--- src/rtl/multicycle_control_if.sv ---
// Control bundle between the multi-cycle MIPS controller and its datapath/memory.
// The controller side is the master: it receives opcode and memory ready, and drives every enable.
interface multicycle_control_if #(
  parameter int COUNT_W = 32
);
  logic [5:0]         opcode;
  logic               mem_ready;
  logic               pc_write;
  logic               pc_write_cond;
  logic               ior_d;
  logic               mem_read;
  logic               mem_write;
  logic               mem_to_reg;
  logic               ir_write;
  logic               reg_dst;
  logic               reg_write;
  logic               alu_src_a;
  logic               imm_zero_ext;
  logic [1:0]         alu_src_b;
  logic [1:0]         pc_source;
  logic [2:0]         alu_op;
  logic [3:0]         state;
  logic               fault;
  logic [1:0]         fault_code;
  logic [COUNT_W-1:0] retired;

  modport master (
    input  opcode, mem_ready,
    output pc_write, pc_write_cond, ior_d, mem_read, mem_write, mem_to_reg, ir_write,
           reg_dst, reg_write, alu_src_a, imm_zero_ext, alu_src_b, pc_source, alu_op,
           state, fault, fault_code, retired
  );

  modport slave (
    output opcode, mem_ready,
    input  pc_write, pc_write_cond, ior_d, mem_read, mem_write, mem_to_reg, ir_write,
           reg_dst, reg_write, alu_src_a, imm_zero_ext, alu_src_b, pc_source, alu_op,
           state, fault, fault_code, retired
  );
endinterface

--- src/rtl/multicycle_control.sv ---
// Multi-cycle MIPS main control: Moore FSM with memory wait timeout, sticky fault
// and a retired-instruction counter.
module multicycle_control #(
  parameter int COUNT_W     = 32,
  parameter int MEM_TIMEOUT = 15
) (
  input logic                  clk_i,
  input logic                  rst_i,
  multicycle_control_if.master bus
);
  localparam logic [3:0] S_FETCH   = 4'd0;
  localparam logic [3:0] S_DECODE  = 4'd1;
  localparam logic [3:0] S_MEMADDR = 4'd2;
  localparam logic [3:0] S_MEMRD   = 4'd3;
  localparam logic [3:0] S_MEMWB   = 4'd4;
  localparam logic [3:0] S_MEMWR   = 4'd5;
  localparam logic [3:0] S_REX     = 4'd6;
  localparam logic [3:0] S_RWB     = 4'd7;
  localparam logic [3:0] S_BEQ     = 4'd8;
  localparam logic [3:0] S_JMP     = 4'd9;
  localparam logic [3:0] S_IEX     = 4'd10;
  localparam logic [3:0] S_IWB     = 4'd11;
  localparam logic [3:0] S_FAULT   = 4'd15;

  localparam logic [5:0] OP_RTYPE = 6'b000000;
  localparam logic [5:0] OP_LW    = 6'b100011;
  localparam logic [5:0] OP_SW    = 6'b101011;
  localparam logic [5:0] OP_BEQ   = 6'b000100;
  localparam logic [5:0] OP_J     = 6'b000010;
  localparam logic [5:0] OP_ADDI  = 6'b001000;
  localparam logic [5:0] OP_ANDI  = 6'b001100;
  localparam logic [5:0] OP_ORI   = 6'b001101;
  localparam logic [5:0] OP_SLTI  = 6'b001010;
  localparam logic [5:0] OP_LUI   = 6'b001111;

  localparam int              WAIT_W   = (MEM_TIMEOUT < 2) ? 1 : $clog2(MEM_TIMEOUT + 1);
  localparam logic [WAIT_W-1:0] WAIT_MAX = WAIT_W'(MEM_TIMEOUT);

  logic [3:0]         state_q, state_d;
  logic [5:0]         op_q, op_d;
  logic [WAIT_W-1:0]  wait_q, wait_d;
  logic [COUNT_W-1:0] retired_q, retired_d;
  logic [1:0]         fault_code_q, fault_code_d;
  logic               mem_state, stall, timeout, retire;
  logic [2:0]         imm_alu_op;
  logic               imm_zx;

  always_comb begin
    state_d      = state_q;
    op_d         = op_q;
    fault_code_d = fault_code_q;
    retire       = 1'b0;
    mem_state    = (state_q == S_FETCH) || (state_q == S_MEMRD) || (state_q == S_MEMWR);
    stall        = mem_state && !bus.mem_ready;
    timeout      = stall && (MEM_TIMEOUT != 0) && (wait_q == WAIT_MAX);
    case (state_q)
      S_FETCH:   if (bus.mem_ready) state_d = S_DECODE;
      S_DECODE: begin
        op_d = bus.opcode;
        case (bus.opcode)
          OP_RTYPE:                                 state_d = S_REX;
          OP_LW, OP_SW:                             state_d = S_MEMADDR;
          OP_BEQ:                                   state_d = S_BEQ;
          OP_J:                                     state_d = S_JMP;
          OP_ADDI, OP_ANDI, OP_ORI, OP_SLTI, OP_LUI: state_d = S_IEX;
          default: begin
            state_d      = S_FAULT;
            fault_code_d = 2'b01;
          end
        endcase
      end
      S_MEMADDR: state_d = (op_q == OP_SW) ? S_MEMWR : S_MEMRD;
      S_MEMRD:   if (bus.mem_ready) state_d = S_MEMWB;
      S_MEMWB: begin
        state_d = S_FETCH;
        retire  = 1'b1;
      end
      S_MEMWR: if (bus.mem_ready) begin
        state_d = S_FETCH;
        retire  = 1'b1;
      end
      S_REX:     state_d = S_RWB;
      S_IEX:     state_d = S_IWB;
      S_RWB, S_BEQ, S_JMP, S_IWB: begin
        state_d = S_FETCH;
        retire  = 1'b1;
      end
      S_FAULT:   state_d = S_FAULT;
      default:   state_d = S_FAULT;
    endcase
    // A ready in the final allowed cycle completes the access because timeout needs a stall.
    if (timeout) begin
      state_d      = S_FAULT;
      fault_code_d = 2'b10;
    end
    wait_d    = (stall && (MEM_TIMEOUT != 0) && (state_d == state_q)) ? wait_q + 1'b1 : '0;
    retired_d = retire ? retired_q + 1'b1 : retired_q;
  end

  always_ff @(posedge clk_i) begin
    if (rst_i) begin
      state_q      <= S_FETCH;
      op_q         <= '0;
      wait_q       <= '0;
      retired_q    <= '0;
      fault_code_q <= 2'b00;
    end else begin
      state_q      <= state_d;
      op_q         <= op_d;
      wait_q       <= wait_d;
      retired_q    <= retired_d;
      fault_code_q <= fault_code_d;
    end
  end

  always_comb begin
    imm_alu_op = 3'b000;
    imm_zx     = 1'b0;
    case (op_q)
      OP_ANDI: begin imm_alu_op = 3'b011; imm_zx = 1'b1; end
      OP_ORI:  begin imm_alu_op = 3'b100; imm_zx = 1'b1; end
      OP_SLTI: imm_alu_op = 3'b101;
      OP_LUI:  imm_alu_op = 3'b110;
      default: imm_alu_op = 3'b000;
    endcase
  end

  always_comb begin
    bus.pc_write      = 1'b0;
    bus.pc_write_cond = 1'b0;
    bus.ior_d         = 1'b0;
    bus.mem_read      = 1'b0;
    bus.mem_write     = 1'b0;
    bus.mem_to_reg    = 1'b0;
    bus.ir_write      = 1'b0;
    bus.reg_dst       = 1'b0;
    bus.reg_write     = 1'b0;
    bus.alu_src_a     = 1'b0;
    bus.imm_zero_ext  = 1'b0;
    bus.alu_src_b     = 2'b00;
    bus.pc_source     = 2'b00;
    bus.alu_op        = 3'b000;
    case (state_q)
      S_FETCH: begin
        bus.mem_read  = 1'b1;
        bus.alu_src_b = 2'b01;
        bus.ir_write  = bus.mem_ready;
        bus.pc_write  = bus.mem_ready;
      end
      S_DECODE:  bus.alu_src_b = 2'b11;
      S_MEMADDR: begin
        bus.alu_src_a = 1'b1;
        bus.alu_src_b = 2'b10;
      end
      S_MEMRD: begin
        bus.mem_read = 1'b1;
        bus.ior_d    = 1'b1;
      end
      S_MEMWB: begin
        bus.reg_write  = 1'b1;
        bus.mem_to_reg = 1'b1;
      end
      S_MEMWR: begin
        bus.mem_write = 1'b1;
        bus.ior_d     = 1'b1;
      end
      S_REX: begin
        bus.alu_src_a = 1'b1;
        bus.alu_op    = 3'b010;
      end
      S_RWB: begin
        bus.reg_dst   = 1'b1;
        bus.reg_write = 1'b1;
      end
      S_BEQ: begin
        bus.alu_src_a     = 1'b1;
        bus.alu_op        = 3'b001;
        bus.pc_write_cond = 1'b1;
        bus.pc_source     = 2'b01;
      end
      S_JMP: begin
        bus.pc_write  = 1'b1;
        bus.pc_source = 2'b10;
      end
      S_IEX: begin
        bus.alu_src_a    = 1'b1;
        bus.alu_src_b    = 2'b10;
        bus.alu_op       = imm_alu_op;
        bus.imm_zero_ext = imm_zx;
      end
      S_IWB: begin
        bus.reg_write    = 1'b1;
        bus.alu_op       = imm_alu_op;
        bus.imm_zero_ext = imm_zx;
      end
      default: ;
    endcase
  end

  assign bus.state      = state_q;
  assign bus.fault      = (state_q == S_FAULT);
  assign bus.fault_code = fault_code_q;
  assign bus.retired    = retired_q;
endmodule

--- src/flat_wrapper.sv ---
// flat-port wrapper written by rule: the top's interface ports become plain ports
module multicycle_control_flat 
#(
  parameter int COUNT_W     = 32,
  parameter int MEM_TIMEOUT = 15
)
  (clk_i, rst_i, bus_opcode, bus_mem_ready, bus_pc_write, bus_pc_write_cond, bus_ior_d, bus_mem_read, bus_mem_write, bus_mem_to_reg, bus_ir_write, bus_reg_dst, bus_reg_write, bus_alu_src_a, bus_imm_zero_ext, bus_alu_src_b, bus_pc_source, bus_alu_op, bus_state, bus_fault, bus_fault_code, bus_retired);
  multicycle_control_if #(.COUNT_W(COUNT_W)) bus_i ();
  input logic clk_i;
  input logic rst_i;
  input wire logic [$bits(bus_i.opcode)-1:0] bus_opcode;
  input wire logic [$bits(bus_i.mem_ready)-1:0] bus_mem_ready;
  output wire logic [$bits(bus_i.pc_write)-1:0] bus_pc_write;
  output wire logic [$bits(bus_i.pc_write_cond)-1:0] bus_pc_write_cond;
  output wire logic [$bits(bus_i.ior_d)-1:0] bus_ior_d;
  output wire logic [$bits(bus_i.mem_read)-1:0] bus_mem_read;
  output wire logic [$bits(bus_i.mem_write)-1:0] bus_mem_write;
  output wire logic [$bits(bus_i.mem_to_reg)-1:0] bus_mem_to_reg;
  output wire logic [$bits(bus_i.ir_write)-1:0] bus_ir_write;
  output wire logic [$bits(bus_i.reg_dst)-1:0] bus_reg_dst;
  output wire logic [$bits(bus_i.reg_write)-1:0] bus_reg_write;
  output wire logic [$bits(bus_i.alu_src_a)-1:0] bus_alu_src_a;
  output wire logic [$bits(bus_i.imm_zero_ext)-1:0] bus_imm_zero_ext;
  output wire logic [$bits(bus_i.alu_src_b)-1:0] bus_alu_src_b;
  output wire logic [$bits(bus_i.pc_source)-1:0] bus_pc_source;
  output wire logic [$bits(bus_i.alu_op)-1:0] bus_alu_op;
  output wire logic [$bits(bus_i.state)-1:0] bus_state;
  output wire logic [$bits(bus_i.fault)-1:0] bus_fault;
  output wire logic [$bits(bus_i.fault_code)-1:0] bus_fault_code;
  output wire logic [$bits(bus_i.retired)-1:0] bus_retired;
  assign bus_i.opcode = bus_opcode;
  assign bus_i.mem_ready = bus_mem_ready;
  assign bus_pc_write = bus_i.pc_write;
  assign bus_pc_write_cond = bus_i.pc_write_cond;
  assign bus_ior_d = bus_i.ior_d;
  assign bus_mem_read = bus_i.mem_read;
  assign bus_mem_write = bus_i.mem_write;
  assign bus_mem_to_reg = bus_i.mem_to_reg;
  assign bus_ir_write = bus_i.ir_write;
  assign bus_reg_dst = bus_i.reg_dst;
  assign bus_reg_write = bus_i.reg_write;
  assign bus_alu_src_a = bus_i.alu_src_a;
  assign bus_imm_zero_ext = bus_i.imm_zero_ext;
  assign bus_alu_src_b = bus_i.alu_src_b;
  assign bus_pc_source = bus_i.pc_source;
  assign bus_alu_op = bus_i.alu_op;
  assign bus_state = bus_i.state;
  assign bus_fault = bus_i.fault;
  assign bus_fault_code = bus_i.fault_code;
  assign bus_retired = bus_i.retired;
  multicycle_control #(.COUNT_W(COUNT_W), .MEM_TIMEOUT(MEM_TIMEOUT)) u_core (.clk_i(clk_i), .rst_i(rst_i), .bus(bus_i));
endmodule
--- config.mk ---
export PLATFORM = sky130hd
export DESIGN_NAME = multicycle_control_flat
export DESIGN_NICKNAME = d
export VERILOG_FILES = /design/src/rtl/multicycle_control_if.sv /design/src/rtl/multicycle_control.sv /design/src/flat_wrapper.sv
export SDC_FILE = /design/constraint.sdc
export NUM_CORES = 1
export LEC_CHECK = 0
export ABC_AREA = 1
export CAP_MARGIN = 20
export CORE_MARGIN = 3
export CORE_UTILIZATION = 35
export CTS_CLUSTER_DIAMETER = 40
export CTS_CLUSTER_SIZE = 8
export DETAILED_ROUTE_END_ITERATION = 10
export PLACE_DENSITY_LB_ADDON = 0.08
export SLEW_MARGIN = 30
export SYNTH_ARGS = -nofsm -noshare
export SYNTH_HDL_FRONTEND = slang
export SYNTH_SLANG_ARGS = --single-unit
--- constraint.sdc ---
create_clock -name clk_i -period 2.1 [get_ports clk_i]
set_input_delay 0.42 -clock clk_i [delete_from_list [all_inputs] [get_ports clk_i]]
set_output_delay 0.42 -clock clk_i [all_outputs]
set_load 0.03 [all_outputs]
==> results of run 1 <==
[area by class of cell]
class,instances,area [um^2]
Clock inverter,3,42.5
Multi-Input combinational cell,408,1840
Sequential cell,48,962
Clock buffer,5,68.8
Tap cell,105,131
Timing Repair Buffer,76,701
Inverter,38,145
Fill cell,930,4360
[cell usage in the layout (no fill, tap or decap), types with 2 or more instances in the layout]
| cell type | synthesis | final |
|---|---|---|
| dlygate4sd2_1 | 0 | 10 |
| clkbuf_8 | 0 | 5 |
| ha_1 | 2 | 2 |
| clkdlybuf4s50_1 | 0 | 45 |
| inv_2 | 4 | 5 |
| xor2_1 | 9 | 9 |
| nor2_4 | 2 | 2 |
| nand4_1 | 5 | 5 |
| o21ai_0 | 9 | 9 |
| o21ai_1 | 6 | 6 |
| nand3b_1 | 15 | 15 |
| nand2_2 | 2 | 2 |
| dfxtp_1 | 48 | 47 |
| nor2_1 | 99 | 98 |
| inv_1 | 33 | 32 |
| nor3_1 | 2 | 2 |
| nand2_1 | 189 | 189 |
| nand3_1 | 19 | 18 |
| nor2_2 | 2 | 3 |
| xnor2_1 | 2 | 2 |
| a21oi_1 | 38 | 38 |
| buf_4 | 3 | 18 |
[worst max-delay path, delay by kind of cell (launching register included)]
| family | cells | cell delay (ns) |
|---|---|---|
| AOI/OAI and AO/OA | 1 | 0.19 |
| DFF | 1 | 0.38 |
| and+or+nand+nor | 2 | 0.26 |
| buffers and inverters | 4 | 0.43 |
[sequential cells by signal, summed over array words and instances (netlist names)]
name / count
u_core.bus.state: 4
u_core.bus.retired: 32
u_core.op_q: 6
u_core.wait_q: 4
u_core.bus.fault_code: 2
[routing by layer]
metal	global-route usage, %	routed length, um
met5	0	0
met4	4.62	111
met3	3.18	494
met2	26.2	3540
met1	28.3	4610
[report_power, final]
part | internal [mW] | switching [mW] | total, mW
logic | 0.556 | 1.15 | 1.71
registers | 1.02 | 0.133 | 1.16
clock network | 0.353 | 0.325 | 0.677
total | 1.93 | 1.61 | 3.54
[stage by stage]
stage	setup slack (ns)	power [mW]	setup TNS, ns	utilization (%)
global placement	0.150	2.93	0	45.9
detailed placement	0.120	2.94	0	45.9
CTS	0.0206	3.58	0	47.0
global route	-0.00207	3.80	-0.00207	47.2
finish	0.107	3.54	0	47.2
floorplan	-0.00830	2.32	-0.00830	-
[worst paths after layout]
path	from	end	slack, ns	cells past startpoint
setup / recovery	u_core.bus.state[3]	bus_alu_op[1]	0.11	7
hold / removal	u_core.wait_q[0]	u_core.wait_q[0]	0.45	1
setup reg to reg	u_core.bus.retired[0]	u_core.bus.retired[16]	0.34	8
hold reg to reg	u_core.wait_q[0]	u_core.wait_q[0]	0.45	1
[logic make-up (layout without fill, tap and decap cells)]
group	Yosys count	in the layout	synth area share, %
AO/OA/AOI/OAI	58	58	10.2
buffers and inverters	49	122	7.12
XOR/XNOR	11	11	3.21
adder cells (fa/ha/maj)	2	2	0.833
flip-flops	48	48	32.0
AND/OR/NAND/NOR	337	337	46.7
[repair_timing]
action                     in CTS  in global routing
setup endpoints to repair      12                  9
gates resized for setup        12                  9
hold buffers                    0                  0
==> flow_summary_export.csv, run 1 <==
group,metric,value,unit
outcome,status,"finished, final reports clean",
final_layout,num-nets-final,588,
power_and_ir_drop,powerDensity,909,nW/um^2
worst_setup_path,criticalPathCategory,"flop to output pin",
clock_network,cts-root-buf,"clkbuf_8",
run,cap_violations,0,
grt,antenna_found_initial,0,
floorplanning,die_area,9730,um^2
logic_synthesis,ys_seq_elements,48,
timing,min_period,1.99,ns
worst_hold_path,min_path_type,"flop to flop",
logic_synthesis,synthArstFlopShare,0,%
timing,max_slew_margin,69.6,%
worst_setup_path,slowest_stage,"dfxtp_2",
logic_synthesis,synthCells,505,
worst_setup_path,arrival,1.57,ns
clock_network,cts_sinks,48,
logic_synthesis,synth.most_common_cell,"nand2_1",
final_layout,finish.instance_area,3890,um^2
worst_setup_path,endpoint_kind,"output pin",
clock_network,ctsHtreeMaxLevel,2,
timing,final.period_utilization,94.9,%
timing,fmax,502,MHz
timing,worstMarginPinSlew,0.455,ns
final_layout,layout.cells.non_filler,683,
power_and_ir_drop,ir_drop,0.537,mV
placement,port_buffers,65,
floorplanning,coreArea,8260,um^2
worst_setup_path,crit_fanout,7,
clock_network,clockBufferDepth,2,
placement,postPlaceCellArea,3790,um^2
timing,setup_violations,0,
logic_synthesis,synth_area_leaders,"dfxtp_1 32%, nand2_1 24%, nor2_1 12%",
clock_network,clkLatencyLatePin,0.31,ns
power_and_ir_drop,p_leak,1.55,nW
grt,grt_pass1_vias,2962,
logic_synthesis,yosysWarnings,0,
routing,ant_nets,0,
final_layout,insertedDiodeCount,0,
routing,wl,8760,um
routing,route.vias.total,3328,
floorplanning,die_h,98.7,um
timing,finalMaxSlewViolations,0,
placement,gp_congestion,0.868,
floorplanning,die_width,98.7,um
grt,grt_max_degree,27,
logic_synthesis,synth_common_cells,"189 x nand2_1, 99 x nor2_1, 48 x dfxtp_1",
floorplanning,pin_count,66,
routing,dr.pass1.iters,4,
clock_network,cts_tree,"built",
logic_synthesis,yosys.area.top_type,"dfxtp_1",
clock_network,cts_setup_buffers,0,
timing,final_hold_viol_count,0,
routing,drtIter0Drc,148,
logic_synthesis,ys_types,30,
final_layout,drive_gt1_share,7.61,%
floorplanning,rows,33,
logic_synthesis,syn-num-nets,516,
logic_synthesis,synth_edf_count,0,
routing,viasPerCell,4.87,
logic_synthesis,seq_area_frac_synth,32.0,%
logic_synthesis,synth_area,3010,um^2
clock_network,clkTransAtPathRegs,0.10,ns
grt,grt.total_usage,18.3,%
routing,drc,0,
worst_setup_path,worst_ep_required_time,1.68,ns
worst_setup_path,crit_path_max_incr_delay,0.38,ns
clock_network,cts_buffers,5,
floorplanning,start_util,36.4,%
final_layout,area_growth,29.6,%
timing,hold-worst-slack,0.452,ns
logic_synthesis,avgSynthCellArea,5.95,um^2
placement,dpl.cell_count,675,
timing,fin_skew,0.0123,ns
placement,dp_hpwl,6970,um
grt,grt_pass1_wl,14600,um
worst_setup_path,startpoint_type,"flop",
worst_setup_path,path_cells,"inv_2, nor2_1, inv_2, nor2_1, inv_1, o31ai_2, buf_4",
grt,grt_overflow,0,
logic_synthesis,synth_top_area_share,32.0,%
logic_synthesis,ys.flop_type,"dfxtp_1",
routing,wire_per_inst,12.8,um
Note: power is estimated with default switching activity, not from simulation.
==> run 2: changes to the inputs <==
- CORE_UTILIZATION: 35 -> 45
==> run 2 against run 1 <==
  * Via count is 0.54% lower
  * Non-clock buffer count shrank 1
  * Register-to-register slack better by 0.12 ns
  * Worst hold slack better by 0.0087 ns
  * Global-route usage up 4.1 points
  * Combinational power barely moved
  * Worst setup slack improved by 0.0091 ns
==> flow_summary_export.csv, run 2 (same netlist as run 1, synthesis figures left out) <==
group,metric,value,unit
outcome,status,"finished, final reports clean",
timing,final.period_utilization,94.5,%
routing,ant_nets,0,
worst_setup_path,criticalPathCategory,"flop to output pin",
routing,route.vias.total,3310,
worst_setup_path,arrival,1.56,ns
worst_setup_path,path_cells,"buf_4, nor2_4, inv_2, o22ai_1, dlygate4sd2_1",
grt,grt_pass1_wl,13800,um
final_layout,layout.cells.non_filler,654,
grt,antenna_found_initial,0,
routing,wire_per_inst,12.6,um
worst_setup_path,slowest_stage,"dlygate4sd2_1",
routing,drc,0,
timing,final_hold_viol_count,0,
final_layout,insertedDiodeCount,0,
final_layout,utilization,60.2,%
clock_network,cts_buffers,5,
final_layout,final_cell_mix,"189 x nand2_1, 98 x nor2_1, 47 x dfxtp_1",
clock_network,clkTransAtPathRegs,0.09,ns
power_and_ir_drop,ir_drop,0.482,mV
final_layout,finish.instance_area,3870,um^2
timing,grt_setup_unrepaired,"no",
routing,dr.pass1.iters,5,
worst_setup_path,crit_fanout,6,
grt,grt.total_usage,22.4,%
final_layout,largest_reg_flops,32,
final_layout,final_common_cell,"nand2_1",
routing,drtIter0Drc,221,
clock_network,ctsHtreeMaxLevel,2,
clock_network,cts_setup_buffers,0,
run,cap_violations,0,
placement,gp_congestion,0.931,
clock_network,clkLatencyLatePin,0.30,ns
clock_network,clockBufferDepth,2,
timing,worstMarginPinSlew,0.411,ns
clock_network,cts_tree,"built",
routing,wl,8240,um
worst_hold_path,min_path_type,"flop to flop",
worst_setup_path,startpoint_type,"flop",
floorplanning,rows,29,
power_and_ir_drop,powerDensity,919,nW/um^2
placement,postPlaceCellArea,3760,um^2
worst_setup_path,endpoint_kind,"output pin",
final_layout,num-nets-final,587,
power_and_ir_drop,p_leak,1.53,nW
timing,fin_skew,0.00719,ns
timing,max_slew_margin,72.6,%
timing,fmax,504,MHz
clock_network,cts_sinks,48,
floorplanning,start_util,46.8,%
placement,dp_hpwl,6380,um
floorplanning,die_width,87.7,um
final_layout,drive_gt1_share,7.28,%
routing,viasPerCell,5.06,
grt,grt_pass1_vias,2856,
grt,grt_overflow,0,
worst_setup_path,crit_path_max_incr_delay,0.42,ns
power_and_ir_drop,power.total,3.56,mW
floorplanning,pin_count,66,
clock_network,cts_hold_buf,0,
final_layout,area_growth,28.7,%
placement,place_ws,0.126,ns
timing,worst_slack,0.116,ns
floorplanning,die_h,87.7,um
grt,grt_max_degree,35,
timing,setup_violations,0,
floorplanning,coreArea,6420,um^2
timing,min_period,1.98,ns
floorplanning,die_area,7690,um^2
worst_setup_path,worst_ep_required_time,1.68,ns
placement,port_buffers,65,
timing,finalMaxSlewViolations,0,
placement,dpl.cell_count,646,
clock_network,cts-root-buf,"clkbuf_8",
[run 2: changes by cell type in the layout (fill, tap and decap cells not counted)]
cell,delta
buf_4,-2
clkdlybuf4s50_1,+1
buf_12,+1
clkbuf_2,-1
[run 2: cell type report]
type	instances	area [um^2]
timing repair buffer	75	711
clock buffer	5	68.8
inverter	38	145
clock inverter	3	42.5
fill	627	2550
sequential	48	962
tap	77	96.3
multi-input combinational	408	1840
[run 2: worst paths after layout]
kind                              start                endpoint  slack, ns  cells after the start
setup / recovery    u_core.bus.state[0]           bus_alu_src_a       0.12                      5
hold / removal         u_core.wait_q[0]        u_core.wait_q[0]       0.46                      1
setup reg to reg  u_core.bus.retired[0]  u_core.bus.retired[31]       0.46                      9
hold reg to reg        u_core.wait_q[0]        u_core.wait_q[0]       0.46                      1
[run 2: critical path, delay by kind of cell, from the launching register on]
kind	cells	cell delay (ns)
AOI/OAI and AO/OA	1	0.11
buffers and inverters	3	0.63
DFF	1	0.35
and+or+nand+nor	1	0.16
[run 2: layer usage]
metal / vias to the layer above / global-route usage, % / wire, um / part of all wire (%)
li1: 1737 / - / - / -
met1: 1447 / 35.2 / 4250 / 52
met2: 119 / 32.1 / 3370 / 41
met5: - / 0 / 0 / 0
met4: 0 / 5.02 / 66 / 0.80
met3: 7 / 3.01 / 555 / 6.7
[run 2: power breakdown]
part,internal (mW),switching [mW],total [mW]
Combinational,0.586,1.16,1.74
Sequential,1.02,0.120,1.14
Clock,0.353,0.319,0.672
[run 2: metrics by stage]
| step | setup TNS [ns] | hold WS [ns] |
|---|---|---|
| global route | 0 | 0.475 |
| CTS | 0 | 0.465 |
| floorplan | -0.00830 | 0.418 |
| global placement | 0 | 0.436 |
| finish | 0 | 0.460 |
| detailed placement | 0 | 0.443 |
[run 2: timing repair]
item,4_1_cts,5_1_grt
hold endpoints to repair,0,0
setup endpoints to repair,11,8
resized for setup,11,6
